$ cat config.mk
export PLATFORM = sky130hd
export DESIGN_NAME = seg_display_arbiter
export DESIGN_NICKNAME = d
export VERILOG_FILES = /design/src/rtl/seg_display_arbiter.sv
export SDC_FILE = /design/constraint.sdc
export NUM_CORES = 1
export LEC_CHECK = 0
export ABC_AREA = 1
export BUFFER_PORTS_ARGS = -buffer_cell sky130_fd_sc_hd__buf_2
export CAP_MARGIN = 20
export CORE_MARGIN = 2
export CORE_UTILIZATION = 50
export DETAILED_ROUTE_END_ITERATION = 6
export PLACE_DENSITY = 0.73
export SYNTH_ARGS = -nofsm -noshare
export SYNTH_HDL_FRONTEND = slang
export SYNTH_SLANG_ARGS = --single-unit
$ cat constraint.sdc
create_clock -name i_Clk -period 2.17 [get_ports i_Clk]
set_clock_uncertainty 0.1 [all_clocks]
set_input_delay 0.3255 -clock i_Clk [delete_from_list [all_inputs] [get_ports i_Clk]]
set_output_delay 0.3255 -clock i_Clk [all_outputs]
set_load 0.01 [all_outputs]
$ cat src/rtl/seg_display_arbiter.sv
// rtl/seg_display_arbiter.sv - two-requester arbiter driving a multiplexed 4-digit 7-segment display
module seg_display_arbiter #(
    parameter int PRESCALE     = 16384,
    parameter int BLANK        = 64,
    parameter int DWELL_FRAMES = 8
) (
    input  logic        i_Clk,
    input  logic        i_Rst_n,
    input  logic        i_Req_A,
    input  logic [15:0] i_Data_A,
    input  logic        i_Req_B,
    input  logic [15:0] i_Data_B,
    output logic        o_Gnt_A,
    output logic        o_Gnt_B,
    output logic        o_Busy,
    output logic [3:0]  drains,
    output logic [7:0]  leds
);

    typedef enum logic [1:0] {
        S_IDLE  = 2'd0,
        S_BLANK = 2'd1,
        S_SHOW  = 2'd2
    } state_t;

    localparam logic [15:0] SLOT_LAST  = 16'(PRESCALE - 1);
    localparam logic [15:0] BLANK_LAST = 16'(BLANK - 1);
    localparam logic [7:0]  DWELL_MIN  = 8'(DWELL_FRAMES);

    state_t      state_q, state_d;
    logic [15:0] cnt_q, cnt_d;
    logic [1:0]  digit_q, digit_d;
    logic [7:0]  dwell_q, dwell_d;
    logic [15:0] snap_q, snap_d;
    logic        last_b_q, last_b_d;
    logic        gnt_a_q, gnt_a_d;
    logic        gnt_b_q, gnt_b_d;

    logic [7:0]  dwell_inc;
    logic        own_req, oth_req, pick_b;
    logic [15:0] own_data, oth_data;
    logic [3:0]  nibble;

    function automatic logic [6:0] seg7(input logic [3:0] v);
        case (v)
            4'h0: seg7 = 7'h3F;
            4'h1: seg7 = 7'h06;
            4'h2: seg7 = 7'h5B;
            4'h3: seg7 = 7'h4F;
            4'h4: seg7 = 7'h66;
            4'h5: seg7 = 7'h6D;
            4'h6: seg7 = 7'h7D;
            4'h7: seg7 = 7'h07;
            4'h8: seg7 = 7'h7F;
            4'h9: seg7 = 7'h6F;
            4'hA: seg7 = 7'h77;
            4'hB: seg7 = 7'h7C;
            4'hC: seg7 = 7'h39;
            4'hD: seg7 = 7'h5E;
            4'hE: seg7 = 7'h79;
            default: seg7 = 7'h71;
        endcase
    endfunction

    always_ff @(posedge i_Clk or negedge i_Rst_n) begin
        if (!i_Rst_n) begin
            state_q  <= S_IDLE;
            cnt_q    <= 16'd0;
            digit_q  <= 2'd0;
            dwell_q  <= 8'd0;
            snap_q   <= 16'd0;
            last_b_q <= 1'b1;
            gnt_a_q  <= 1'b0;
            gnt_b_q  <= 1'b0;
        end else begin
            state_q  <= state_d;
            cnt_q    <= cnt_d;
            digit_q  <= digit_d;
            dwell_q  <= dwell_d;
            snap_q   <= snap_d;
            last_b_q <= last_b_d;
            gnt_a_q  <= gnt_a_d;
            gnt_b_q  <= gnt_b_d;
        end
    end

    always_comb begin
        state_d  = state_q;
        cnt_d    = cnt_q;
        digit_d  = digit_q;
        dwell_d  = dwell_q;
        snap_d   = snap_q;
        last_b_d = last_b_q;
        gnt_a_d  = gnt_a_q;
        gnt_b_d  = gnt_b_q;

        dwell_inc = (dwell_q == 8'hFF) ? dwell_q : dwell_q + 8'd1;
        own_req   = gnt_b_q ? i_Req_B  : i_Req_A;
        oth_req   = gnt_b_q ? i_Req_A  : i_Req_B;
        own_data  = gnt_b_q ? i_Data_B : i_Data_A;
        oth_data  = gnt_b_q ? i_Data_A : i_Data_B;
        // B wins a tie only when A was the most recent owner
        pick_b    = i_Req_B && (!i_Req_A || !last_b_q);

        case (state_q)
            S_IDLE: begin
                cnt_d   = 16'd0;
                digit_d = 2'd0;
                if (i_Req_A || i_Req_B) begin
                    gnt_a_d  = !pick_b;
                    gnt_b_d  = pick_b;
                    last_b_d = pick_b;
                    snap_d   = pick_b ? i_Data_B : i_Data_A;
                    dwell_d  = 8'd0;
                    state_d  = S_BLANK;
                end
            end
            S_BLANK: begin
                cnt_d = cnt_q + 16'd1;
                if (cnt_q == BLANK_LAST) begin
                    state_d = S_SHOW;
                end
            end
            S_SHOW: begin
                if (cnt_q != SLOT_LAST) begin
                    cnt_d = cnt_q + 16'd1;
                end else begin
                    cnt_d   = 16'd0;
                    digit_d = digit_q + 2'd1;
                    state_d = S_BLANK;
                    if (digit_q == 2'd3) begin
                        dwell_d = dwell_inc;
                        if (!own_req && !oth_req) begin
                            state_d = S_IDLE;
                            gnt_a_d = 1'b0;
                            gnt_b_d = 1'b0;
                        end else if (oth_req && (!own_req || dwell_inc >= DWELL_MIN)) begin
                            gnt_a_d  = gnt_b_q;
                            gnt_b_d  = gnt_a_q;
                            last_b_d = gnt_a_q;
                            snap_d   = oth_data;
                            dwell_d  = 8'd0;
                        end else begin
                            snap_d = own_data;
                        end
                    end
                end
            end
            default: begin
                state_d = S_IDLE;
                gnt_a_d = 1'b0;
                gnt_b_d = 1'b0;
            end
        endcase
    end

    always_comb begin
        drains = 4'd0;
        leds   = 8'd0;
        nibble = snap_q[{digit_q, 2'b00} +: 4];
        if (state_q == S_SHOW) begin
            drains = 4'b0001 << digit_q;
            leds   = {(digit_q == 2'd0) && gnt_b_q, seg7(nibble)};
        end
    end

    assign o_Gnt_A = gnt_a_q;
    assign o_Gnt_B = gnt_b_q;
    assign o_Busy  = (state_q != S_IDLE);

endmodule

==> results of run 1 <==
-- stage by stage --
step / worst slack, ps / total power, mW / setup TNS, ps / cells
after floorplan: -29.8 / 3.90 / -53.2 / 596
after global placement: 69.4 / 4.70 / 0 / 749
after detailed placement: 2.24 / 4.82 / 0 / 749
after CTS: -180 / 6.00 / -1120 / 760
after global routing: -348 / 6.70 / -2200 / 763
final: -250 / 6.14 / -1310 / 763
-- power by group through the flow --
stage	logic (mW)	clock network (mW)	registers (mW)
after floorplan	2.62	0	1.28
after global placement	3.36	0	1.35
after detailed placement	3.46	0	1.35
after CTS	3.88	0.783	1.34
after global routing	4.50	0.826	1.37
final	4.02	0.772	1.35
-- layer usage --
metal	vias up	share of wire [%]	global-route usage, %
met2	103	48	40.6
li1	2071	-	-
met1	1872	47	32.5
met5	-	0	0
met4	0	1.4	7.23
met3	11	4.0	2.50
-- path summary, 6_finish.rpt --
check / end / slack (ps) / depth (start not counted)
worst min-delay path: snap_q[12] / 350 / 5
worst min register to register: last_b_q / 380 / 2
worst max-delay path: leds[6] / -250 / 6
max in group asynchronous: dwell_q[0] / 840 / 3
worst max register to register: cnt_q[13] / 170 / 12
min in group asynchronous: cnt_q[9] / 520 / 2
-- critical path: stages, from the launching register on --
cell and delay, ps:
dfrtp_2 470, or2_2 340, a32oi_4 300, inv_2 130, a211oi_2 260, nor2_1 60
buf_2 140
-- flip-flops by register name, indices dropped and copies added, names as in the netlist --
signal / flops
cnt_q: 16
digit_q: 2
dwell_q: 8
last_b_q: 1
o_Gnt_A: 1
o_Gnt_B: 1
snap_q: 16
state_q: 2
-- layout by cell type, fill, tap and decap left out, types with 5 or more instances in the layout --
cell type / count
nor3_1: 5
nand2_2: 9
xor2_1: 10
nor2_1: 57
inv_2: 10
o21ai_1: 8
buf_4: 26
o21ai_0: 66
ha_1: 10
nand2_1: 150
inv_1: 52
a21oi_2: 17
clkbuf_8: 5
buf_2: 50
dfrtp_1: 45
a21oi_1: 23
o22ai_1: 9
nor2_2: 10
nand3_1: 36
-- kinds of logic after synthesis --
family / Yosys count / share of synthesized area, %
xor+xnor: 10 / 2.21
fa+ha+maj: 16 / 5.04
compound gates: 138 / 20.2
flops: 47 / 29.7
buf+inv: 93 / 10.4
simple gates: 292 / 32.5
-- area by class of cell --
class,count,area [um^2]
Fill cell,695,2940
Multi-Input combinational cell,456,2560
Sequential cell,47,1180
Timing Repair Buffer,82,520
Inverter,68,264
Tap cell,102,128
Clock buffer,5,68.8
Clock inverter,3,67.6
-- what timing repair did --
| action | in CTS | in global routing |
|---|---|---|
| gates resized for setup | 41 | 9 |
| endpoints found under the hold margin | 4 | 0 |
| setup endpoints to repair | 8 | 32 |
| setup buffers | 2 | 3 |
| hold buffers | 1 | 0 |
| pin swaps | 13 | 7 |
| gates cloned | 0 | 0 |
==> flow_summary.json, run 1 <==
{
  "dieArea_um2": 8670,
  "gp_congestion": 0.974,
  "min_period_over_period_pct": 112,
  "yosysTopAreaCellShare_pct": 29.0,
  "synth_edf_count": 0,
  "cp-start-kind": "flop",
  "dieHeight_um": 93.1,
  "ir_worst_vdd_mv": 0.545,
  "numCtsBuffers": 5,
  "status": "finished, violations left",
  "grt_pass1_wl_um": 17200,
  "maxCapViolations": 0,
  "drt_first_pass_iters": 4,
  "worst-setup-path-type": "reg -> out",
  "p_int_mw": 3.16,
  "swShare_pct": 48.6,
  "grt_pass1_vias": 3800,
  "slew-limit-headroom_pct": 50.3,
  "fmax_mhz": 413,
  "io_pins": 51,
  "cts_buffer_depth": 2,
  "viasPerCell": 5.32,
  "whs_ps": 355,
  "placed_cell_area_um2": 4430,
  "yosysTopAreaCell": "dfrtp_1",
  "violations": "setup timing",
  "required_ps": 1740,
  "syn_area_um2": 3970,
  "drt_iter0_drc": 215,
  "fin_crit_ps": 2420,
  "hp-class": "in -> reg",
  "cts_sinks": 47,
  "r2r-start": "cnt_q[0]",
  "drv_slew": 0,
  "syn_nets": 648,
  "grt_max_degree": 36,
  "initial_core_util_pct": 51.4,
  "synth_flop_cell": "dfrtp_1",
  "hold_start": "i_Data_A[12]",
  "row_count": 32,
  "async_flop_share_pct": 100,
  "cts_tree": "built",
  "synth_most_common_cell": "nand2_1",
  "leakagePower_nw": 2.27,
  "final_nets": 712,
  "critPathMaxFanout": 6,
  "avgSynthCellArea_um2": 6.66,
  "arrival_ps": 1990,
  "netlist_top_cells_area": "dfrtp_1, nand2_1, o21ai_0, nor2_1, inv_1",
  "yosysUniqueCellTypes": 41,
  "grt_use_total_pct": 24.0,
  "worstMarginPinSlew_ps": 746,
  "core_um2": 7730,
  "crit_start": "digit_q[0]",
  "grt_remaining_overflow": 0,
  "final_core_util_pct": 61.9,
  "setup.worst_path.end_class": "primary output",
  "clk_latency_ps": 300,
  "p_comb_share_pct": 65.5,
  "ys_seq_elements": 47,
  "p_switching_mw": 2.98,
  "seq_area_frac_synth_pct": 29.7,
  "power.density_nw_per_um2": 1280,
  "syn_to_final_growth_pct": 20.6,
  "cts_max_level": 2,
  "hold_viol_final": 0,
  "cts-root-buf": "clkbuf_8",
  "synth_warnings": 0,
  "ys_top_cells_by_count": "nand2_1, o21ai_0, nor2_1, inv_1, dfrtp_1",
  "ant_nets": 0,
  "synthCells": 596,
  "wl_per_cell_um": 13.1,
  "rsz0062_at_grt": "true",
  "fin_area_um2": 4790,
  "clk_pin_slew_ps": 90,
  "fin_ws_ps": -250,
  "place_hpwl_um": 7210,
  "io_buffers": 50,
  "drive_above_1_share_pct": 26.5,
  "antenna_cells": 0,
  "die_w_um": 93.1,
  "setup_violations": 7,
  "drc": 0,
  "vias": 4057,
  "grt_antenna_before_repair": 0,
  "drt_wl_total_um": 9970,
  "p_seq_share_pct": 22.0,
  "clockPowerShare_pct": 12.6
}
Power figures use the tool's default switching activity.
==> run 2, diff against run 1 <==
- ABC_AREA: 1 -> not set
==> run 2 against run 1 <==
  * The flow still finishes with violations (setup timing)
  * Sequential share of layout area is 2.7 points lower
  * Critical path depth did not move
  * Power decreased by 26%
  * Core utilization up 8.3 points
  * Design area up 13%
  * Critical endpoint is now leds[2]
  * Highest routed layer unchanged
==> flow_summary.json, run 2 <==
{
  "violations": "setup timing",
  "grt_max_degree": 32,
  "status": "finished, violations left",
  "cts-root-buf": "clkbuf_8",
  "whs_path_depth": 3,
  "dieHeight_um": 92.8,
  "cts_max_level": 2,
  "synth_warnings": 0,
  "required_ps": 1740,
  "synth_flop_cell": "dfrtp_1",
  "yosysUniqueCellTypes": 70,
  "drt_wl_total_um": 12600,
  "drc": 0,
  "r2r-start": "dwell_q[3]",
  "r2r-end": "snap_q[0]",
  "fin_area_um2": 5400,
  "critPathMaxFanout": 4,
  "setup_tns_ps": -5230,
  "yosysTopAreaCellShare_pct": 29.2,
  "drt_iter0_drc": 285,
  "hp-class": "in -> reg",
  "clk_latency_ps": 310,
  "place_hpwl_um": 8100,
  "cp_top_family": "multiplexers",
  "die_w_um": 92.8,
  "worst-setup-path-type": "reg -> out",
  "avgSynthCellArea_um2": 8.07,
  "drt_first_pass_iters": 5,
  "grt_use_total_pct": 27.7,
  "initial_core_util_pct": 51.3,
  "ir_worst_vdd_mv": 0.470,
  "maxCapViolations": 0,
  "regToRegSetupSlack_ps": -180,
  "grt_remaining_overflow": 0,
  "syn_area_um2": 3940,
  "cts_buffer_depth": 2,
  "nFillCells": 615,
  "slew-limit-headroom_pct": 67.3,
  "final_nets": 665,
  "yosysTopAreaCell": "dfrtp_1",
  "syn_nets": 540,
  "seq_area_frac_synth_pct": 29.9,
  "setup.worst_path.end_class": "primary output",
  "hold_start": "i_Data_A[15]",
  "wl_per_cell_um": 17.6,
  "min_period_over_period_pct": 120,
  "hold_viol_final": 0,
  "setup_violations": 25,
  "multiInputGateArea_um2": 2840,
  "io_pins": 51,
  "ys_seq_elements": 47,
  "power.density_nw_per_um2": 842,
  "clk_pin_slew_ps": 90,
  "fin_cells": 716,
  "gp_congestion": 0.887,
  "async_flop_share_pct": 100,
  "ant_nets": 0,
  "netlist_top_cells_area": "dfrtp_1, o21ai_0, a21oi_1, nand2_1, ha_1",
  "vias": 4386,
  "ys_top_cells_by_count": "nand2_1, o21ai_0, a21oi_1, dfrtp_1, nor2_1",
  "path_cells": "mux4_2, inv_2, ha_1, inv_1, o311a_1, buf_2",
  "largestRegisters": "cnt_q (16), snap_q (16), dwell_q (8)",
  "io_buffers": 50,
  "rsz0062_at_grt": "true",
  "core_um2": 7690,
  "fmax_mhz": 385,
  "row_count": 32,
  "critPathSlowestCell": "mux4_2",
  "fin_ws_ps": -425,
  "fin_crit_ps": 2590,
  "viasPerCell": 6.13,
  "grt_pass1_wl_um": 19200,
  "holdPathEnd": "snap_q[15]",
  "syn_to_final_growth_pct": 37.1,
  "final_common_cell": "buf_4",
  "cts_sinks": 47,
  "synth_edf_count": 0,
  "arrival_ps": 2170,
  "antenna_cells": 0,
  "placed_cell_area_um2": 4770,
  "worstMarginPinSlew_ps": 488,
  "cp-start-kind": "flop",
  "critPathBufInv": 3,
  "synthCells": 488,
  "r2r_cells": 8,
  "leakagePower_nw": 2.40,
  "path_depth": 6,
  "layout_common_cells": "buf_4, nand2_1, a21oi_1",
  "grt_antenna_before_repair": 0,
  "dieArea_um2": 8610,
  "cts_tree": "built",
  "synth_most_common_cell": "nand2_1",
  "grt_pass1_vias": 4096,
  "drv_slew": 0,
  "final-seq-area_um2": 1180,
  "drive_above_1_share_pct": 38.6,
  "slowest_delay_ps": 600,
  "dp.cells": 679,
  "numCtsBuffers": 5
}
==> run 2: cell count changes after synthesis, sizes merged, moves of 9 or more <==
cell / change
inv: -50
o21ai: -12
a211o: +15
and3: +11
o211ai: +15
a21oi: +21
nand2: -88
nor2: -47
nor2b: +9
nand3: -26
o22ai: -9
==> run 2: logic make-up (layout without fill, tap and decap cells) <==
family                   after synthesis  in the layout  share of synthesized area, %
AO/OA/AOI/OAI                        197            197                          32.4
AND/OR/NAND/NOR                      169            169                          21.6
flip-flops                            47             47                          29.9
buffers and inverters                 46            170                          6.16
adder cells (fa/ha/maj)               16             16                          5.08
multiplexers                          11             13                          4.45
XOR/XNOR                               2              2                         0.445
==> run 2: metal layers <==
metal	vias to the layer above	part of all wire, %	global-route usage (%)
li1	2048	-	-
met1	2119	41	36.6
met2	194	49	46.6
met3	25	7.4	3.99
met4	0	1.9	9.31
met5	-	0	0
==> run 2: how the worst max path moves through the flow <==
stage / start / endpoint / slack (ps)
2_1_floorplan: digit_q[0] / leds[0] / -30
3_3_place_gp: dwell_q[0] / snap_q[3] / -220
3_5_place_dp: dwell_q[1] / snap_q[0] / -280
4_1_cts: digit_q[0] / leds[3] / -420
5_1_grt: digit_q[0] / leds[2] / -480
6_report: digit_q[0] / leds[2] / -420
==> run 2: through the flow <==
step	setup slack, ps	hold slack [ps]	util (%)	power (mW)
detailed placement	-284	189	62.0	3.41
CTS	-424	218	66.4	4.18
global placement	-219	188	62.0	3.33
finish	-425	221	70.3	4.55
floorplan	-33.6	-70.1	-	2.72
global route	-482	223	70.3	4.83
==> run 2: report_power, final <==
group	total, mW	internal, mW	switching, mW
clock	0.553	0.226	0.327
combinational	2.67	1.28	1.39
sequential	1.32	1.08	0.247
total	4.55	2.59	1.96
==> run 2: layout make-up <==
cell class / instances / area share (%)
inverter: 15 / 1.09
timing repair buffer: 147 / 20.5
tap: 102 / 2.36
multi-input combinational: 397 / 52.6
sequential: 47 / 21.9
clock inverter: 2 / 0.232
clock buffer: 6 / 1.34
==> run 2: what timing repair did <==
action / 4_1_cts / 5_1_grt
endpoints found under the setup margin: 34 / 48
pin swaps: 30 / 18
setup buffers: 10 / 12
endpoints found under the hold margin: 17 / 0
cloned: 3 / 3
hold buffers: 1 / 0
gates resized for setup: 25 / 50
==> run 2: tightest hold or removal path: stages <==
cell and delay (ps):
buf_2 110, o21ai_0 90, o21ai_2 70
